### src/rtl/wb_stage_pkg.sv
// Shared writeback-stage types: word/register widths, load-kind codes and the W register layout.
// Consumed by wb_stage and load_ext via import wb_stage_pkg::*.
package wb_stage_pkg;

    localparam int WORD        = 32;
    localparam int TYPE_REG    = 5;
    localparam int TYPE_LDTYPE = 3;

    localparam logic [TYPE_LDTYPE-1:0] LD_NONE = 3'd0;
    localparam logic [TYPE_LDTYPE-1:0] LD_W    = 3'd1;
    localparam logic [TYPE_LDTYPE-1:0] LD_B    = 3'd2;
    localparam logic [TYPE_LDTYPE-1:0] LD_BU   = 3'd3;
    localparam logic [TYPE_LDTYPE-1:0] LD_H    = 3'd4;
    localparam logic [TYPE_LDTYPE-1:0] LD_HU   = 3'd5;

    typedef struct packed {
        logic                   valid;
        logic [WORD-1:0]        pc;
        logic                   wen;
        logic [TYPE_REG-1:0]    waddr;
        logic [TYPE_LDTYPE-1:0] ldtype;
        logic [WORD-1:0]        alu;
        logic [WORD-1:0]        rdata;
        logic [1:0]             offset;
    } wreg_t;

endpackage

### src/rtl/wb_stage_load_ext.sv
// Combinational load extension and alignment check for the writeback stage.
// Sub-word loads are supported only when WB_SUBWORD_EN is defined; otherwise they act as LD_W.
module load_ext
    import wb_stage_pkg::*;
(
    input  logic [TYPE_LDTYPE-1:0] ldtype_i,
    input  logic [WORD-1:0]        rdata_i,
    input  logic [1:0]             offset_i,
    input  logic [WORD-1:0]        alu_i,
    output logic [WORD-1:0]        data_o,
    output logic                   misalign_o
);

`ifdef WB_SUBWORD_EN
    logic [7:0]  byteSel;
    logic [15:0] halfSel;

    assign byteSel = rdata_i[8*offset_i +: 8];
    assign halfSel = rdata_i[16*offset_i[1] +: 16];

    always_comb begin
        data_o     = alu_i;
        misalign_o = 1'b0;
        case (ldtype_i)
            LD_W: begin
                data_o     = rdata_i;
                misalign_o = (offset_i != 2'd0);
            end
            LD_B:  data_o = {{24{byteSel[7]}}, byteSel};
            LD_BU: data_o = {24'd0, byteSel};
            LD_H: begin
                data_o     = {{16{halfSel[15]}}, halfSel};
                misalign_o = offset_i[0];
            end
            LD_HU: begin
                data_o     = {16'd0, halfSel};
                misalign_o = offset_i[0];
            end
            default: ;
        endcase
    end
`else
    always_comb begin
        data_o     = alu_i;
        misalign_o = 1'b0;
        case (ldtype_i)
            LD_W, LD_B, LD_BU, LD_H, LD_HU: begin
                data_o     = rdata_i;
                misalign_o = (offset_i != 2'd0);
            end
            default: ;
        endcase
    end
`endif

endmodule

### src/rtl/wb_stage.sv
// Writeback stage: registers the memory-stage result for one cycle and drives the GRF write port.
// Sub-word load support is selected by the WB_SUBWORD_EN macro inside load_ext.
module wb_stage
    import wb_stage_pkg::*;
#(
    parameter logic [WORD-1:0] RESET_PC = 32'h0000_3000
) (
    input  logic                   clk,
    input  logic                   reset,
    input  logic                   m_valid,
    input  logic [WORD-1:0]        m_pc,
    input  logic                   m_wen,
    input  logic [TYPE_REG-1:0]    m_waddr,
    input  logic [WORD-1:0]        m_alu,
    input  logic [TYPE_LDTYPE-1:0] m_ldtype,
    input  logic [WORD-1:0]        m_rdata,
    input  logic [1:0]             m_offset,
    input  logic                   m_stall,
    input  logic                   flush,
    output logic                   w_en,
    output logic [WORD-1:0]        w_pc,
    output logic                   w_wen,
    output logic [TYPE_REG-1:0]    w_waddr,
    output logic [WORD-1:0]        w_wdata,
    output logic                   w_misalign,
    output logic [WORD-1:0]        retired
);

    wreg_t           w_q, w_d;
    wreg_t           bubble;
    logic [WORD-1:0] retired_q, retired_d;
    logic [WORD-1:0] extData;
    logic            extMisalign;

    always_comb begin
        bubble    = '0;
        bubble.pc = RESET_PC;
    end

    always_comb begin
        w_d = bubble;
        if (!(m_stall || flush)) begin
            w_d = '{valid:  m_valid,  pc:     m_pc,
                    wen:    m_wen,    waddr:  m_waddr,
                    ldtype: m_ldtype, alu:    m_alu,
                    rdata:  m_rdata,  offset: m_offset};
        end
    end

    assign retired_d = retired_q + {{(WORD-1){1'b0}}, w_q.valid};

    always_ff @(posedge clk or negedge reset) begin
        if (!reset) begin
            w_q       <= bubble;
            retired_q <= '0;
        end else begin
            w_q       <= w_d;
            retired_q <= retired_d;
        end
    end

    load_ext u_load_ext (
        .ldtype_i   (w_q.ldtype),
        .rdata_i    (w_q.rdata),
        .offset_i   (w_q.offset),
        .alu_i      (w_q.alu),
        .data_o     (extData),
        .misalign_o (extMisalign)
    );

    // A zero write tag doubles as "nothing pending" for the bypass and forwarding logic.
    assign w_en       = w_q.valid;
    assign w_pc       = w_q.pc;
    assign w_misalign = w_q.valid & extMisalign;
    assign w_wen      = w_q.valid & w_q.wen & ~w_misalign & (w_q.waddr != '0);
    assign w_waddr    = w_wen ? w_q.waddr : '0;
    assign w_wdata    = extData;
    assign retired    = retired_q;

endmodule
### config.mk
export PLATFORM = sky130hd
export DESIGN_NAME = wb_stage
export DESIGN_NICKNAME = d
export VERILOG_FILES = /design/src/rtl/wb_stage_pkg.sv /design/src/rtl/wb_stage_load_ext.sv /design/src/rtl/wb_stage.sv
export SDC_FILE = /design/constraint.sdc
export NUM_CORES = 1
export LEC_CHECK = 0
export BUFFER_PORTS_ARGS = -buffer_cell sky130_fd_sc_hd__buf_2
export CORE_UTILIZATION = 50
export DETAILED_ROUTE_END_ITERATION = 8
export HOLD_SLACK_MARGIN = 0.03
export PLACE_DENSITY = 0.9
export SYNTH_ARGS = -nofsm -noshare
export SYNTH_HDL_FRONTEND = slang
export SYNTH_SLANG_ARGS = --single-unit
### constraint.sdc
create_clock -name clk -period 4 [get_ports clk]
set_input_delay 1.2 -clock clk [delete_from_list [all_inputs] [get_ports clk]]
set_output_delay 1.2 -clock clk [all_outputs]
set_load 0.02 [all_outputs]
==> flow_summary_export.csv <==
group,metric,value,unit
run_status,status,"finished, final reports clean",
setup_path,cp_num_buf_inv,2,
global_route,grt_max_degree,107,
sta,worst_slack,0.674,ns
setup_path,slowest_delay,0.41,ns
sta,tightestPinTransition,0.801,ns
die,start_util,0.514,
global_route,use_met3,0.0611,
run,max-cap-violations,0,
global_route,grtUsageMet2,0.359,
logic_synthesis,synth_edf_count,0,
logic_synthesis,netlist_area,0.00558,sq mm
sta,slew_viol_final,0,
logic_synthesis,synth.distinct_cells,31,
drt,via_per_inst,4.80,
power_and_ir_drop,p_per_area,475,mW/mm^2
setup_path,worstSetupStartpointType,"flip-flop",
logic_synthesis,async_flop_share,1.00,
finish,drive_above_1_share,0.461,
logic_synthesis,avgSynthCellArea,13.0,sq um
drt,drt_wl_total,11700,um
setup_path,cp_slowest_cell,"buf_4",
drt,ant_nets,0,
die,die_x,108,um
clocking,clockBufferDepth,2,
min_path,min_path_type,"reg2reg",
clocking,worstSkewPairLatency,0.51,ns
sta,hold_violations,0,
global_route,grt-busiest-layer,"met2",
setup_path,end_kind,"output port",
drt,via_count,3699,
setup_path,cp.arrival,2.13,ns
logic_synthesis,syn_inst,428,
die,fp.dieH,108,um
sta,period_minus_slack,3.33,ns
clocking,cts_max_level,4,
clocking,numCtsBuffers,17,
sta,rsz0062_at_grt,"false",
sta,fin_skew,0.00916,ns
logic_synthesis,synth_top_area_share,0.619,
sta,fin_tns_setup,0,ns
setup_path,crit_chain,"nor3_1 > a21oi_4 > buf_4 > mux2_2 > buf_2",
clocking,cts_tree,"done",
setup_path,critPathMaxFanout,32,
finish,n_antenna_cell,0,
logic_synthesis,yosysWarnings,0,
sta,relSlewSlack,0.466,
power_and_ir_drop,p_leak,3.98,nW
global_route,antenna_found_initial,0,
die,row_count,38,
setup_path,path_class,"reg2out",
sta,min_period_over_period,0.832,
die,coreArea,0.0108,sq mm
logic_synthesis,synth_seq_cells,140,
logic_synthesis,netlist_top_cells_count,"dfrtp_1 (138), and2_1 (112), buf_4 (32), mux2_2 (32), xnor2_1 (21)",
setup_path,cp.required,2.80,ns
clocking,cts_root_buf,"clkbuf_8",
clocking,cts_setup_buffers,0,
global_route,gr-usage-all-layers,0.210,
finish,syn2layout_area_growth,28.9,%
finish,post-route-util,0.663,
placement,gp_congestion,0.824,
placement,port_buffers,215,
clocking,ctsHoldBuffers,0,
global_route,grt_overflow_total,0,
finish,nets,732,
clocking,clock-sinks,140,
placement,dp_hpwl,8230,um
sta,setup_viol,0,
logic_synthesis,synth.most_common_cell,"dfrtp_1",
drt,drt_iter0_drc,153,
logic_synthesis,syn_nets,542,
global_route,grt_util_met1,0.245,
placement,pre_cts_slack,1.19,ns
die,ios,216,
setup_path,critPathTopFamily,"buffers and inverters",
drt,remaining_drc_errors,0,
logic_synthesis,synth_top_area_cell,"dfrtp_1",
logic_synthesis,synth_area_leaders,"dfrtp_1 (62%), and2_1 (13%), mux2_2 (6.5%)",
global_route,first_global_vias,3790,
global_route,grt_pass1_wl,18300,um
power_and_ir_drop,ir_drop,0.272,mV
drt,wire_per_inst,15.2,um
setup_path,r2r_slack,1.92,ns
logic_synthesis,ys_seq_area_frac,0.629,
clocking,cts_resized,0,
die,die-area,0.0116,sq mm
logic_synthesis,synth-main-ff-cell,"dfrtp_1",
sta,max_freq,301,MHz
clocking,path_clk_slew,0.06,ns
drt,drt_first_pass_iters,4,
stage by stage:
step	cell area, sq um	instances	power (mW)	hold slack, ns
floorplan	5580	428	1.72	0.578
global placement	6590	739	1.86	0.452
detailed placement	6590	739	1.87	0.467
CTS	7190	771	3.45	0.480
global route	7190	771	3.55	0.497
finish	7190	771	3.41	0.470
cell type report:
type	instances	area, sq um
clock inverters	11	141
flip-flops and latches	140	3510
repair buffers	218	1120
inverters	1	3.75
fillers	790	3650
clock buffers	21	459
multi-input cells	240	1790
well taps	140	175
logic make-up after synthesis:
kind of cell | count (synthesis) | synth area share
muxes | 32 | 0.0646
DFF | 140 | 0.629
xor gates and xnor gates | 30 | 0.0471
buffers and inverters | 48 | 0.0545
and+or+nand+nor | 173 | 0.197
AOI/OAI and AO/OA | 3 | 0.00314
adders and majority gates | 2 | 0.00449
registers in the layout, indices dropped and copies added, names as in the netlist:
name     cells
w_q         75
w_pc        32
retired     32
w_en         1
power breakdown:
group	internal, mW	total (mW)	switching, mW
Sequential	1.48	1.53	0.0474
Clock	0.996	1.57	0.573
Combinational	0.134	0.316	0.182
worst paths after layout:
path,from,endpoint,cells after the start
worst min register to register,retired[31],retired[31],1
min in group asynchronous,reset,retired[11],1
worst max-delay path,w_q[68],w_wdata[26],5
worst max register to register,w_en,retired[28],6
max in group asynchronous,reset,w_pc[13],2
worst min-delay path,retired[31],retired[31],1
per-layer routing:
metal / vias up / part of all wire
li1: 1742 / -
met4: 0 / 0.020
met3: 19 / 0.065
met1: 1783 / 0.40
met2: 155 / 0.52
met5: - / 0
cell usage in the layout, fill, tap and decap left out, drive strengths merged:
cell type	n
bufinv	3
nor2	4
inv	1
xnor2	21
nor3	4
dfrtp	138
and4	5
or2	1
and3	10
o21a	1
dfstp	2
clkinv	5
clkinvlp	3
nand3	12
nand4	8
nand2	9
ha	2
xor2	9
buf	218
or4	1
and2	113
mux2	32
or3	2
nor4	2
nand4b	2
clkbuf	21
a21oi	2
No activity file was read; power rests on OpenSTA's default activity.
